`config.mk`:
```
export PLATFORM = sky130hd
export DESIGN_NAME = uart_rx
export DESIGN_NICKNAME = d
export VERILOG_FILES = /design/src/rtl/uart_rx.sv
export SDC_FILE = /design/constraint.sdc
export NUM_CORES = 1
export LEC_CHECK = 0
export ABC_AREA = 1
export BUFFER_PORTS_ARGS = -buffer_cell sky130_fd_sc_hd__buf_2
export CAP_MARGIN = 5
export CORE_AREA = 2 2 98 100
export CTS_CLUSTER_DIAMETER = 40
export DETAILED_ROUTE_END_ITERATION = 6
export DIE_AREA = 0 0 100 102
export PLACE_DENSITY = 0.64
export SLEW_MARGIN = 10
export SYNTH_ARGS = -nofsm -noshare
export SYNTH_HDL_FRONTEND = slang
export SYNTH_SLANG_ARGS = --single-unit
export TNS_END_PERCENT = 1
```
`constraint.sdc`:
```
create_clock -name clk -period 2.9 [get_ports clk]
set_clock_uncertainty 0.1 [all_clocks]
set_input_delay 0.29 -clock clk [delete_from_list [all_inputs] [get_ports clk]]
set_output_delay 0.29 -clock clk [all_outputs]
set_load 0.03 [all_outputs]
```
`src/rtl/uart_rx.sv`:
```
// uart_rx: 8N1 UART receiver with a small receive FIFO.
// The line is resynchronised through two flops and then sampled by a baud
// counter. Completed bytes are queued in a power-of-two FIFO that the CPU pops
// through a valid/ready handshake. Framing errors and overruns are reported as
// registered single-cycle pulses.
// Optional feature: define UART_RX_PARITY_EN to receive 8E1 frames. A PARITY
// state then samples a ninth bit and parity_err reports mismatches; without the
// macro parity_err is tied low.
module uart_rx #(
  parameter int UART_CLK_HZ = 27000000,
  parameter int BAUD_RATE   = 115200,
  parameter int FIFO_DEPTH  = 4
) (
  input  logic                          clk,
  input  logic                          n_reset,
  input  logic                          rx_pin,
  output logic [7:0]                    rx_data,
  output logic                          rx_valid,
  input  logic                          rx_ready,
  output logic [$clog2(FIFO_DEPTH):0]   rx_count,
  output logic                          framing_err,
  output logic                          overrun,
  output logic                          parity_err
);

  // Baud timing. CLKS_PER_BIT must be at least 2 so the half-bit point exists.
  localparam int CLKS_PER_BIT = UART_CLK_HZ / BAUD_RATE;
  localparam int CNT_W        = $clog2(CLKS_PER_BIT);
  localparam int PTR_W        = $clog2(FIFO_DEPTH);
  localparam int OCC_W        = PTR_W + 1;

  // Last counter value of a full bit period and of the first half of the start bit.
  localparam logic [CNT_W-1:0] BIT_LAST  = CNT_W'(CLKS_PER_BIT - 1);
  localparam logic [CNT_W-1:0] HALF_LAST = CNT_W'(CLKS_PER_BIT / 2 - 1);
  localparam logic [OCC_W-1:0] OCC_FULL  = OCC_W'(FIFO_DEPTH);
  localparam logic [OCC_W-1:0] OCC_EMPTY = {OCC_W{1'b0}};

  typedef enum logic [2:0] {
    S_IDLE      = 3'd0,
    S_START     = 3'd1,
    S_DATA      = 3'd2,
`ifdef UART_RX_PARITY_EN
    S_PARITY    = 3'd5,
`endif
    S_STOP      = 3'd3,
    S_WAIT_IDLE = 3'd4
  } state_t;

`ifdef UART_RX_PARITY_EN
  // Expected even-parity bit for a data byte: the XOR of all data bits.
  function automatic logic even_parity(input logic [7:0] data);
    return ^data;
  endfunction
`endif

  // Input synchroniser
  logic sync1_q, sync1_d;
  logic sync2_q, sync2_d;
  logic line_s;

  // Receive FSM and datapath
  state_t           state_q, state_d;
  logic [CNT_W-1:0] cnt_q, cnt_d;
  logic [2:0]       bit_idx_q, bit_idx_d;
  logic [7:0]       shift_q, shift_d;
  logic             push_q, push_d;
  logic [7:0]       push_byte_q, push_byte_d;
  logic             framing_err_q, framing_err_d;
`ifdef UART_RX_PARITY_EN
  logic             parity_bit_q, parity_bit_d;
  logic             parity_err_q, parity_err_d;
`endif

  // Receive FIFO
  logic [7:0]       mem_q [FIFO_DEPTH];
  logic [7:0]       mem_d [FIFO_DEPTH];
  logic [PTR_W-1:0] wr_ptr_q, wr_ptr_d;
  logic [PTR_W-1:0] rd_ptr_q, rd_ptr_d;
  logic [OCC_W-1:0] count_q, count_d;
  logic             overrun_q, overrun_d;
  logic             not_empty_s;
  logic             full_s;
  logic             pop_s;
  logic             accept_s;

  assign sync1_d = rx_pin;
  assign sync2_d = sync1_q;
  assign line_s  = sync2_q;

  // Two-flop resynchroniser; resets to the idle (high) line level.
  always_ff @(posedge clk or negedge n_reset) begin
    if (!n_reset) begin
      sync1_q <= 1'b1;
      sync2_q <= 1'b1;
    end else begin
      sync1_q <= sync1_d;
      sync2_q <= sync2_d;
    end
  end

  // Receive FSM state, baud counter, shift register and push request.
  always_ff @(posedge clk or negedge n_reset) begin
    if (!n_reset) begin
      state_q       <= S_IDLE;
      cnt_q         <= {CNT_W{1'b0}};
      bit_idx_q     <= 3'd0;
      shift_q       <= 8'h00;
      push_q        <= 1'b0;
      push_byte_q   <= 8'h00;
      framing_err_q <= 1'b0;
`ifdef UART_RX_PARITY_EN
      parity_bit_q  <= 1'b0;
      parity_err_q  <= 1'b0;
`endif
    end else begin
      state_q       <= state_d;
      cnt_q         <= cnt_d;
      bit_idx_q     <= bit_idx_d;
      shift_q       <= shift_d;
      push_q        <= push_d;
      push_byte_q   <= push_byte_d;
      framing_err_q <= framing_err_d;
`ifdef UART_RX_PARITY_EN
      parity_bit_q  <= parity_bit_d;
      parity_err_q  <= parity_err_d;
`endif
    end
  end

  // Next-state logic: centre-samples each bit and decides push or error at mid stop bit.
  always_comb begin
    state_d       = state_q;
    cnt_d         = cnt_q;
    bit_idx_d     = bit_idx_q;
    shift_d       = shift_q;
    push_d        = 1'b0;
    push_byte_d   = push_byte_q;
    framing_err_d = 1'b0;
`ifdef UART_RX_PARITY_EN
    parity_bit_d  = parity_bit_q;
    parity_err_d  = 1'b0;
`endif
    case (state_q)
      S_IDLE: begin
        cnt_d = {CNT_W{1'b0}};
        if (!line_s) begin
          state_d = S_START;
        end else begin
          state_d = S_IDLE;
        end
      end
      S_START: begin
        // A start bit that is no longer low at its midpoint is a glitch.
        if (cnt_q == HALF_LAST) begin
          cnt_d     = {CNT_W{1'b0}};
          bit_idx_d = 3'd0;
          if (line_s) begin
            state_d = S_IDLE;
          end else begin
            state_d = S_DATA;
          end
        end else begin
          cnt_d = cnt_q + CNT_W'(1);
        end
      end
      S_DATA: begin
        if (cnt_q == BIT_LAST) begin
          cnt_d   = {CNT_W{1'b0}};
          shift_d = {line_s, shift_q[7:1]};
          if (bit_idx_q == 3'd7) begin
`ifdef UART_RX_PARITY_EN
            state_d = S_PARITY;
`else
            state_d = S_STOP;
`endif
          end else begin
            bit_idx_d = bit_idx_q + 3'd1;
          end
        end else begin
          cnt_d = cnt_q + CNT_W'(1);
        end
      end
`ifdef UART_RX_PARITY_EN
      S_PARITY: begin
        if (cnt_q == BIT_LAST) begin
          cnt_d        = {CNT_W{1'b0}};
          parity_bit_d = line_s;
          state_d      = S_STOP;
        end else begin
          cnt_d = cnt_q + CNT_W'(1);
        end
      end
`endif
      S_STOP: begin
        // Deciding at mid stop bit leaves half a bit to catch a back-to-back start.
        if (cnt_q == BIT_LAST) begin
          cnt_d = {CNT_W{1'b0}};
          if (line_s) begin
            state_d = S_IDLE;
`ifdef UART_RX_PARITY_EN
            if (parity_bit_q != even_parity(shift_q)) begin
              parity_err_d = 1'b1;
            end else begin
              push_d      = 1'b1;
              push_byte_d = shift_q;
            end
`else
            push_d      = 1'b1;
            push_byte_d = shift_q;
`endif
          end else begin
            // A bad stop bit wins over a parity mismatch; only framing is flagged.
            framing_err_d = 1'b1;
            state_d       = S_WAIT_IDLE;
          end
        end else begin
          cnt_d = cnt_q + CNT_W'(1);
        end
      end
      S_WAIT_IDLE: begin
        // Hold off through a break until the line returns high.
        if (line_s) begin
          state_d = S_IDLE;
        end else begin
          state_d = S_WAIT_IDLE;
        end
      end
      default: begin
        state_d = S_IDLE;
        cnt_d   = {CNT_W{1'b0}};
      end
    endcase
  end

  // FIFO handshake: a pop frees the head slot before a same-cycle push is judged.
  assign not_empty_s = (count_q != OCC_EMPTY);
  assign full_s      = (count_q == OCC_FULL);
  assign pop_s       = not_empty_s & rx_ready;
  assign accept_s    = push_q & (~full_s | pop_s);

  // FIFO pointer, occupancy and overrun next-state logic.
  always_comb begin
    wr_ptr_d  = wr_ptr_q;
    rd_ptr_d  = rd_ptr_q;
    count_d   = count_q;
    overrun_d = 1'b0;
    for (int i = 0; i < FIFO_DEPTH; i++) begin
      mem_d[i] = mem_q[i];
    end
    if (accept_s) begin
      mem_d[wr_ptr_q] = push_byte_q;
      wr_ptr_d        = wr_ptr_q + PTR_W'(1);
    end else begin
      wr_ptr_d = wr_ptr_q;
    end
    if (pop_s) begin
      rd_ptr_d = rd_ptr_q + PTR_W'(1);
    end else begin
      rd_ptr_d = rd_ptr_q;
    end
    case ({accept_s, pop_s})
      2'b10:   count_d = count_q + OCC_W'(1);
      2'b01:   count_d = count_q - OCC_W'(1);
      default: count_d = count_q;
    endcase
    if (push_q && full_s && !pop_s) begin
      overrun_d = 1'b1;
    end else begin
      overrun_d = 1'b0;
    end
  end

  // FIFO storage and control registers; reset clears the storage as well.
  always_ff @(posedge clk or negedge n_reset) begin
    if (!n_reset) begin
      for (int i = 0; i < FIFO_DEPTH; i++) begin
        mem_q[i] <= 8'h00;
      end
      wr_ptr_q  <= {PTR_W{1'b0}};
      rd_ptr_q  <= {PTR_W{1'b0}};
      count_q   <= OCC_EMPTY;
      overrun_q <= 1'b0;
    end else begin
      for (int i = 0; i < FIFO_DEPTH; i++) begin
        mem_q[i] <= mem_d[i];
      end
      wr_ptr_q  <= wr_ptr_d;
      rd_ptr_q  <= rd_ptr_d;
      count_q   <= count_d;
      overrun_q <= overrun_d;
    end
  end

  assign rx_data     = mem_q[rd_ptr_q];
  assign rx_valid    = not_empty_s;
  assign rx_count    = count_q;
  assign framing_err = framing_err_q;
  assign overrun     = overrun_q;
`ifdef UART_RX_PARITY_EN
  assign parity_err  = parity_err_q;
`else
  assign parity_err  = 1'b0;
`endif

endmodule

```
==> results.sh, run 1 <==
export IMPL_period_minus_slack_ns=2.31
export IMPL_wl_per_cell_um=12.5
export IMPL_clock_fmax_ghz=0.434
export IMPL_root_buffer="clkbuf_8"
export IMPL_cts_max_level=3
export IMPL_tightest_slew_ns=0.931
export IMPL_dieHeight_um=102
export IMPL_syn_nets=446
export IMPL_postCtsSetupRepairBufs=0
export IMPL_final_layout_size_suffix_gt1_frac=0.124
export IMPL_first_global_vias=2737
export IMPL_status="complete, but fails checks"
export IMPL_layout_nets=468
export IMPL_arrival_ns=1.92
export IMPL_routed_wl_mm=7.12
export IMPL_power_density_mw_per_mm2=711
export IMPL_antenna_cells=0
export IMPL_dp_hpwl_mm=4.99
export IMPL_clockBufferDepth=2
export IMPL_numCtsBuffers=9
export IMPL_antenna_found_initial=0
export IMPL_die_area_sq_mm=0.0102
export IMPL_cts_clk_slew_worst_paths_ns=0.09
export IMPL_routabilityCongestion=0.874
export IMPL_track_usage=0.156
export IMPL_pin_count=19
export IMPL_path_max_fanout=19
export IMPL_die_w_um=100
export IMPL_syn_area_sq_mm=0.00360
export IMPL_required_ns=2.51
export IMPL_cts_tree="yes"
export IMPL_hold_viol_final=12
export IMPL_violations="hold timing"
export IMPL_finalCritPeriodShare=0.795
export IMPL_layout_setup_ws_ns=0.594
export IMPL_numPortBuffers=17
export IMPL_maxCapViolations=0
export IMPL_ir_drop_uv=229
export IMPL_path_class="flop to output port"
export IMPL_pre_cts_slack_ns=0.850
export IMPL_power_leakage_uw=0.00216
export IMPL_synth_seq_cells=74
export IMPL_drt_first_pass_iters=4
export IMPL_startpoint_type="flop"
export IMPL_max_slew_margin=0.379
export IMPL_grt_pass1_wl_mm=12.8
export IMPL_syn_to_final_growth_pct=13.0
export IMPL_setup_viol=0
export IMPL_cp_end_kind="output port"
export IMPL_clkLatencyLatePin_ns=0.34
export IMPL_post_route_drc_count=0
export IMPL_synthDistinctLibCells=32
export IMPL_yosys_warnings=0
export IMPL_utilization=0.447
export IMPL_syn_avg_cell_area_sq_um=8.35
export IMPL_gr_total_overflow=0
export IMPL_synthCells=431
export IMPL_num_rows=35
export IMPL_cts_sinks=74
export IMPL_drv_slew=0
export IMPL_hold_slack_ns=-0.0193
export IMPL_min_path_type="input port to asynchronous set/reset pin"
export IMPL_drt_initial_drc_count=76
export IMPL_start_util=0.395
export IMPL_viasPerCell=4.81
export IMPL_ys_seq_area_frac=0.515
export IMPL_grt_max_degree=75
export IMPL_rsz0062_at_grt="false"
export IMPL_coreArea_sq_mm=0.00911
export IMPL_tns_ns=0
export IMPL_vias=2738
export IMPL_antenna_left=0
## cell families after synthesis
group / after synthesis / share of synthesized area
other: 1 / 0.00104
adder cells (fa/ha/maj): 11 / 0.0403
XOR/XNOR: 8 / 0.0195
buffers and inverters: 48 / 0.0539
AO/OA/AOI/OAI: 68 / 0.0994
AND/OR/NAND/NOR: 221 / 0.271
flip-flops: 74 / 0.515
## registers in the layout (all words and copies together) (netlist names)
| name | count |
|---|---|
| push_q | 1 |
| bit_idx_q | 3 |
| push_byte_q | 8 |
| line_s | 1 |
| rd_ptr_q | 2 |
| shift_q | 8 |
| state_q | 3 |
| rx_count | 3 |
| sync1_q | 1 |
| cnt_q | 8 |
| wr_ptr_q | 2 |
| framing_err | 1 |
| mem_q | 32 |
| overrun | 1 |
## stage by stage
| step | total power [uW] | std cells | area (sq um) |
|---|---|---|---|
| floorplan | 1650 | 431 | 3600 |
| detailed placement | 1840 | 552 | 3790 |
| global route | 3030 | 569 | 4070 |
| CTS | 2920 | 569 | 4070 |
| global placement | 1840 | 552 | 3790 |
| finish | 2890 | 569 | 4070 |
## path summary, 6_finish.rpt
check	from	end	slack [ns]	cells past startpoint
min reg2reg	sync1_q$_DFF_PN1_	line_s$_DFF_PN1_	0.26	0
min in group clk	rx_ready	overrun$_DFF_PN0_	0.14	4
max reg2reg	rx_count[0]$_DFFE_PN0P_	rx_count[2]$_DFFE_PN0P_	0.82	8
max	rd_ptr_q[0]$_DFFE_PN0P_	rx_data[7]	0.59	4
max in group asynchronous	n_reset	shift_q[4]$_DFFE_PN0P_	2.11	1
min	n_reset	mem_q[0]$_DFFE_PN0P_	-0.02	1
## cell type report
class,count,area [sq um]
fill,950,5040
multi-input combinational,309,1550
timing repair buffer,19,105
inverter,40,153
clock inverter,6,138
clock buffer,10,128
sequential,74,1850
tap,111,139
## cell usage after synthesis, drive strengths merged
master / n / area share
a21oi: 4 / 0.0056
a31oi: 1 / 0.0017
buf: 5 / 0.0083
clkbuf: 3 / 0.0031
conb: 1 / 0.0010
dfrtp: 72 / 0.50
dfstp: 2 / 0.015
fa: 1 / 0.0056
ha: 10 / 0.035
inv: 40 / 0.042
nand2: 151 / 0.16
nand3: 17 / 0.028
nand3b: 1 / 0.0021
nand4: 6 / 0.010
nor2: 44 / 0.058
nor3: 2 / 0.0073
o21ai: 54 / 0.076
o21bai: 1 / 0.0021
o22ai: 8 / 0.014
xnor2: 1 / 0.0024
xor2: 7 / 0.017
## worst max-delay path: stages (launching register included)
cell	delay (ns)
dfrtp_1	0.71
inv_1	0.35
o21ai_0	0.24
o22ai_1	0.09
buf_2	0.18
## timing repair
action                                 in CTS  in global routing
resized for setup                           0                  0
hold buffers                                1                  0
endpoints found under the hold margin       1                  0
## metal layers
metal  GRT usage  wire (um)  vias up
met1       0.218       3660     1288
li1            -          -     1416
met2       0.248       3230       29
met5           0          0        -
met4      0.0558         63        0
met3      0.0233        166        5
## power by group
part	switching, uW	internal, uW
Clock	406	664
Sequential	78.3	1070
Combinational	466	205
Total	951	1940
## cells in the final DEF, fill, tap and decap left out, types with 2 or more instances in the layout
master,n
ha_1,10
nor2_4,5
nand2_1,145
nor2_1,36
dfrtp_1,72
bufinv_16,4
nand4_1,6
dfstp_2,2
o21ai_0,53
nand2_2,4
clkbuf_8,9
xor2_1,7
buf_2,16
a21oi_1,4
inv_2,2
nand2_4,2
buf_4,2
nor2_2,3
nand3_1,15
inv_1,37
o22ai_1,8
(Power assumes the default switching activity.)
==> inputs of run 2 (changes only) <==
- PLACE_DENSITY: 0.64 -> 0.66
- clock period: 2.9 -> 2.1 ns (I/O delays scaled with it)
==> run 2 against run 1 <==
The flow now finishes without violations. Combinational power increased by 58%. Core utilization grew 0.12 points. Design area up 0.28%. Highest routed layer unchanged. Clock power grew 7%. Die area is the same. Largest cell class unchanged. Worst hold slack improved by 0.070 ns. First-iteration DRC count grew 110%. Via count increased by 1.9%.
==> results.sh, run 2 (synthesis results as in run 1) <==
export IMPL_start_util=0.395
export IMPL_cp_num_cells=9
export IMPL_grt_pass1_wl_mm=12.8
export IMPL_layout_commonest_cell="nand2_1"
export IMPL_p_int_uw=2380
export IMPL_finalCritPeriodShare=0.930
export IMPL_antenna_cells=0
export IMPL_grt_max_degree=60
export IMPL_layout_cells_non_filler=574
export IMPL_hold_viol_final=0
export IMPL_combPwrFrac=0.283
export IMPL_cts_max_level=3
export IMPL_hold_slack_ns=0.0505
export IMPL_track_usage=0.156
export IMPL_numCtsBuffers=9
export IMPL_cts_sinks=74
export IMPL_cp_end_kind="flop"
export IMPL_hold_depth=4
export IMPL_p_sw_uw=1380
export IMPL_setup_viol=0
export IMPL_drv_slew=0
export IMPL_layout_cells_most_common_list="nand2_1, dfrtp_1, o21ai_0, inv_1, nor2_1"
export IMPL_register_area_sq_mm=0.00186
export IMPL_pin_count=19
export IMPL_num_rows=35
export IMPL_cts_clk_slew_worst_paths_ns=0.08
export IMPL_startpoint_type="flop"
export IMPL_die_area_sq_mm=0.0102
export IMPL_largest_reg_flops=32
export IMPL_dp_cells=556
export IMPL_clock_fmax_ghz=0.512
export IMPL_multiInputGateArea_sq_mm=0.00157
export IMPL_status="complete, no violations"
export IMPL_sw_frac_of_total=0.368
export IMPL_gr_total_overflow=0
export IMPL_path_class="flop to flop"
export IMPL_first_global_vias=2838
export IMPL_ir_drop_uv=358
export IMPL_die_w_um=100
export IMPL_post_route_drc_count=0
export IMPL_stdcell_area_sq_mm=0.00408
export IMPL_cp_top_family="adder cells"
export IMPL_critical_path_buf_inv_count=1
export IMPL_wl_per_cell_um=12.4
export IMPL_cpPeakStageDelay_ns=0.44
export IMPL_dieHeight_um=102
export IMPL_final_layout_size_suffix_gt1_frac=0.145
export IMPL_drt_first_pass_iters=4
export IMPL_syn_to_final_growth_pct=13.3
export IMPL_rsz0062_at_grt="true"
export IMPL_arrival_ns=2.09
export IMPL_largest_register="mem_q"
export IMPL_cts_tree="yes"
export IMPL_vias=2791
export IMPL_path_max_fanout=4
export IMPL_antenna_found_initial=0
export IMPL_p_clk_frac=0.307
export IMPL_path_cells="nor2_4 -> nand3_2 -> nand2_2 -> ha_1 -> inv_1 -> fa_1 -> a21oi_1 -> o21ai_0 -> xor2_1"
export IMPL_antenna_left=0
export IMPL_dp_hpwl_mm=5.04
export IMPL_placed_cell_area_sq_mm=0.00385
export IMPL_drt_initial_drc_count=158
export IMPL_routed_wl_mm=7.10
export IMPL_min_path_type="input port to flop"
export IMPL_seq_power_share=0.410
export IMPL_period_minus_slack_ns=1.95
export IMPL_root_buffer="clkbuf_8"
export IMPL_required_ns=2.24
export IMPL_clkLatencyLatePin_ns=0.35
export IMPL_utilization=0.448
export IMPL_layout_nets=473
export IMPL_clockBufferDepth=2
export IMPL_crit_slowest_cell="dfrtp_2"
export IMPL_routabilityCongestion=0.808
export IMPL_numPortBuffers=17
export IMPL_viasPerCell=4.86
export IMPL_maxCapViolations=0
export IMPL_power_density_mw_per_mm2=922
export IMPL_nFillCells=886
export IMPL_power_total_uw=3760
export IMPL_rr_worst_depth=9
export IMPL_coreArea_sq_mm=0.00911
export IMPL_power_leakage_uw=0.00215
[run 2: final timing paths]
path / start / to / slack, ns
worst max register to register: rx_count[1]$_DFFE_PN0P_ / rx_count[2]$_DFFE_PN0P_ / 0.15
worst min-delay path: rx_ready / overrun$_DFF_PN0_ / 0.05
min in group asynchronous: n_reset / rx_count[2]$_DFFE_PN0P_ / 0.22
worst min register to register: sync1_q$_DFF_PN1_ / line_s$_DFF_PN1_ / 0.26
max in group asynchronous: n_reset / line_s$_DFF_PN1_ / 0.98
worst max-delay path: rx_count[1]$_DFFE_PN0P_ / rx_count[2]$_DFFE_PN0P_ / 0.15
[run 2: worst reg2reg max path: stages (launching register included)]
cell	delay, ns
dfrtp_2	0.44
nor2_4	0.14
nand3_2	0.09
nand2_2	0.09
ha_1	0.13
inv_1	0.06
fa_1	0.38
a21oi_1	0.14
o21ai_0	0.11
xor2_1	0.15
[run 2: cell type report]
class / instances / share of cell area
Clock buffer: 9 / 0.0304
Clock inverter: 7 / 0.0205
Inverter: 40 / 0.0383
Multi-Input combinational cell: 309 / 0.384
Sequential cell: 74 / 0.455
Tap cell: 111 / 0.0340
Timing Repair Buffer: 24 / 0.0380
[run 2: per-stage QoR]
step	setup TNS, ns	setup slack (ns)
4_1_cts	0	0.0912
6_report	0	0.148
3_5_place_dp	0	0.147
2_1_floorplan	0	0.00262
5_1_grt	-0.00135	-0.00135
3_3_place_gp	0	0.208
[run 2: power groups by stage]
stage	clock network [uW]	logic [uW]	registers (uW)
CTS	1210	1070	1540
global placement	0	1050	1560
detailed placement	0	1060	1570
finish	1150	1060	1540
global route	1260	1170	1550
floorplan	0	676	1620
[run 2: what timing repair did]
| action | 4_1_cts | 5_1_grt |
|---|---|---|
| endpoints found under the setup margin | 0 | 3 |
| gates resized for setup | 0 | 1 |
| setup buffers | 0 | 0 |
| endpoints found under the hold margin | 16 | 0 |
| hold buffers | 2 | 0 |
[run 2: routing by layer]
layer / wire length (um) / vias up / GRT usage
li1: - / 1427 / -
met1: 3180 / 1316 / 0.183
met2: 3590 / 38 / 0.280
met3: 246 / 10 / 0.0417
met4: 85 / 0 / 0.0485
met5: 0 / - / 0
==> inputs of run 3 (changes only) <==
- CORE_AREA: 2 2 98 100 -> 2 2 87 89
- DIE_AREA: 0 0 100 102 -> 0 0 89 91
- PLACE_DENSITY: 0.66 -> 0.78
- SKIP_CTS_REPAIR_TIMING: default -> 1
==> run 3 against run 2 <==
Final cell count decreased by 2.3%. Sequential share of layout area increased by 0.41 points. Wire length decreased by 0.20%. Global-route usage increased by 3.6 points. First-iteration DRC count increased by 3.2%. Die area decreased by 21%. Clock power decreased by 5%. Total power decreased by 2.0%. Register-to-register slack about the same. Combinational power about the same. Via count increased by 1.1%. Maximum frequency increased by 0.13%. Largest power group unchanged.
==> results.sh, run 3 (synthesis results as in run 1) <==
export IMPL_pin_count=19
export IMPL_final_layout_size_suffix_gt1_frac=0.145
export IMPL_setup_viol=0
export IMPL_syn_to_final_growth_pct=12.3
export IMPL_min_path_type="input port to flop"
export IMPL_numPortBuffers=17
export IMPL_clkLatencyLatePin_ns=0.35
export IMPL_drv_slew=0
export IMPL_cts_clk_slew_worst_paths_ns=0.08
export IMPL_dp_hpwl_mm=4.89
export IMPL_startpoint_type="flop"
export IMPL_drt_initial_drc_count=163
export IMPL_drt_first_pass_iters=4
export IMPL_arrival_ns=2.08
export IMPL_nFillCells=643
export IMPL_p_int_uw=2350
export IMPL_wl_per_cell_um=12.6
export IMPL_start_util=0.505
export IMPL_layout_nets=472
export IMPL_required_ns=2.23
export IMPL_layout_commonest_cell="nand2_1"
export IMPL_cp_end_kind="flop"
export IMPL_antenna_left=0
export IMPL_path_max_fanout=4
export IMPL_grt_pass1_wl_mm=12.2
export IMPL_status="complete, no violations"
export IMPL_sw_frac_of_total=0.363
export IMPL_p_clk_frac=0.296
export IMPL_clockBufferDepth=2
export IMPL_power_leakage_uw=0.00215
export IMPL_antenna_cells=0
export IMPL_hold_viol_final=0
export IMPL_seq_power_share=0.422
export IMPL_multiInputGateArea_sq_mm=0.00157
export IMPL_cts_tree="yes"
export IMPL_root_buffer="clkbuf_8"
export IMPL_placed_cell_area_sq_mm=0.00383
export IMPL_dieHeight_um=91
export IMPL_antenna_found_initial=0
export IMPL_num_rows=31
export IMPL_grt_max_degree=75
export IMPL_utilization=0.567
export IMPL_finalCritPeriodShare=0.928
export IMPL_cts_max_level=3
export IMPL_first_global_vias=2661
export IMPL_layout_setup_ws_ns=0.150
export IMPL_post_route_drc_count=0
export IMPL_track_usage=0.192
export IMPL_p_sw_uw=1340
export IMPL_numCtsBuffers=9
export IMPL_period_minus_slack_ns=1.95
export IMPL_routabilityCongestion=0.881
export IMPL_rsz0062_at_grt="false"
export IMPL_viasPerCell=5.03
export IMPL_ir_drop_uv=400
export IMPL_tns_ns=0
export IMPL_crit_slowest_cell="dfrtp_2"
export IMPL_coreArea_sq_mm=0.00714
export IMPL_register_area_sq_mm=0.00186
export IMPL_maxCapViolations=0
export IMPL_path_cells="nor2_4 -> nand3_2 -> nand2_2 -> ha_1 -> inv_1 -> fa_2 -> a21oi_2 -> o21ai_1 -> xor2_1"
export IMPL_die_w_um=89
export IMPL_clock_fmax_ghz=0.513
export IMPL_cpPeakStageDelay_ns=0.44
export IMPL_die_area_sq_mm=0.00810
export IMPL_largest_reg_flops=32
export IMPL_vias=2823
export IMPL_cts_sinks=74
export IMPL_path_class="flop to flop"
export IMPL_combPwrFrac=0.282
export IMPL_largest_register="mem_q"
export IMPL_stdcell_area_sq_mm=0.00404
export IMPL_power_density_mw_per_mm2=912
export IMPL_pre_cts_slack_ns=0.0862
export IMPL_gr_total_overflow=0
export IMPL_layout_cells_most_common_list="nand2_1, dfrtp_1, o21ai_0, inv_1, nor2_1"
export IMPL_routed_wl_mm=7.09
-- run 3: cell type report --
type | count | share of cell area
Clock inverter | 7 | 0.0167
Tap cell | 99 | 0.0306
Inverter | 40 | 0.0377
Clock buffer | 9 | 0.0306
Multi-Input combinational cell | 309 | 0.389
Sequential cell | 74 | 0.459
Timing Repair Buffer | 23 | 0.0365
-- run 3: final timing paths --
kind,startpoint,to,slack [ns],depth (start not counted)
worst max-delay path,rx_count[1]$_DFFE_PN0P_,rx_count[2]$_DFFE_PN0P_,0.15,9
worst min-delay path,rx_ready,overrun$_DFF_PN0_,0.04,4
worst max register to register,rx_count[1]$_DFFE_PN0P_,rx_count[2]$_DFFE_PN0P_,0.15,9
worst min register to register,sync1_q$_DFF_PN1_,line_s$_DFF_PN1_,0.27,0
max in group asynchronous,n_reset,line_s$_DFF_PN1_,1.23,3
min in group asynchronous,n_reset,mem_q[0]$_DFFE_PN0P_,0.33,3
-- run 3: critical path: cells and delay by family, from the launching register on --
kind,cells,cell delay [ns]
AO/OA/AOI/OAI,2,0.24
XOR/XNOR,1,0.15
adder cells (fa/ha/maj),2,0.52
buffers and inverters,1,0.08
flip-flops,1,0.44
AND/OR/NAND/NOR,3,0.31
-- run 3: stage by stage --
step | total power [uW] | cells | hold slack [ns]
6_report | 3690 | 561 | 0.0422
5_1_grt | 3880 | 561 | 0.0537
4_1_cts | 3700 | 559 | -0.201
3_5_place_dp | 2610 | 543 | 0.169
3_3_place_gp | 2580 | 543 | 0.173
2_1_floorplan | 2300 | 431 | -0.186
-- run 3: power groups by stage --
stage / sequential (uW) / combinational, uW / clock (uW)
finish: 1550 / 1040 / 1090
global route: 1560 / 1140 / 1180
CTS: 1560 / 1030 / 1120
detailed placement: 1580 / 1030 / 0
global placement: 1580 / 1000 / 0
floorplan: 1620 / 676 / 0
-- run 3: per-layer routing --
layer  share of wire  GRT usage  vias to the layer above
met5               0          0                        -
met4           0.013     0.0721                        0
met3           0.024     0.0382                        7
met2            0.50      0.311                       38
met1            0.46      0.252                     1348
li1                -          -                     1430
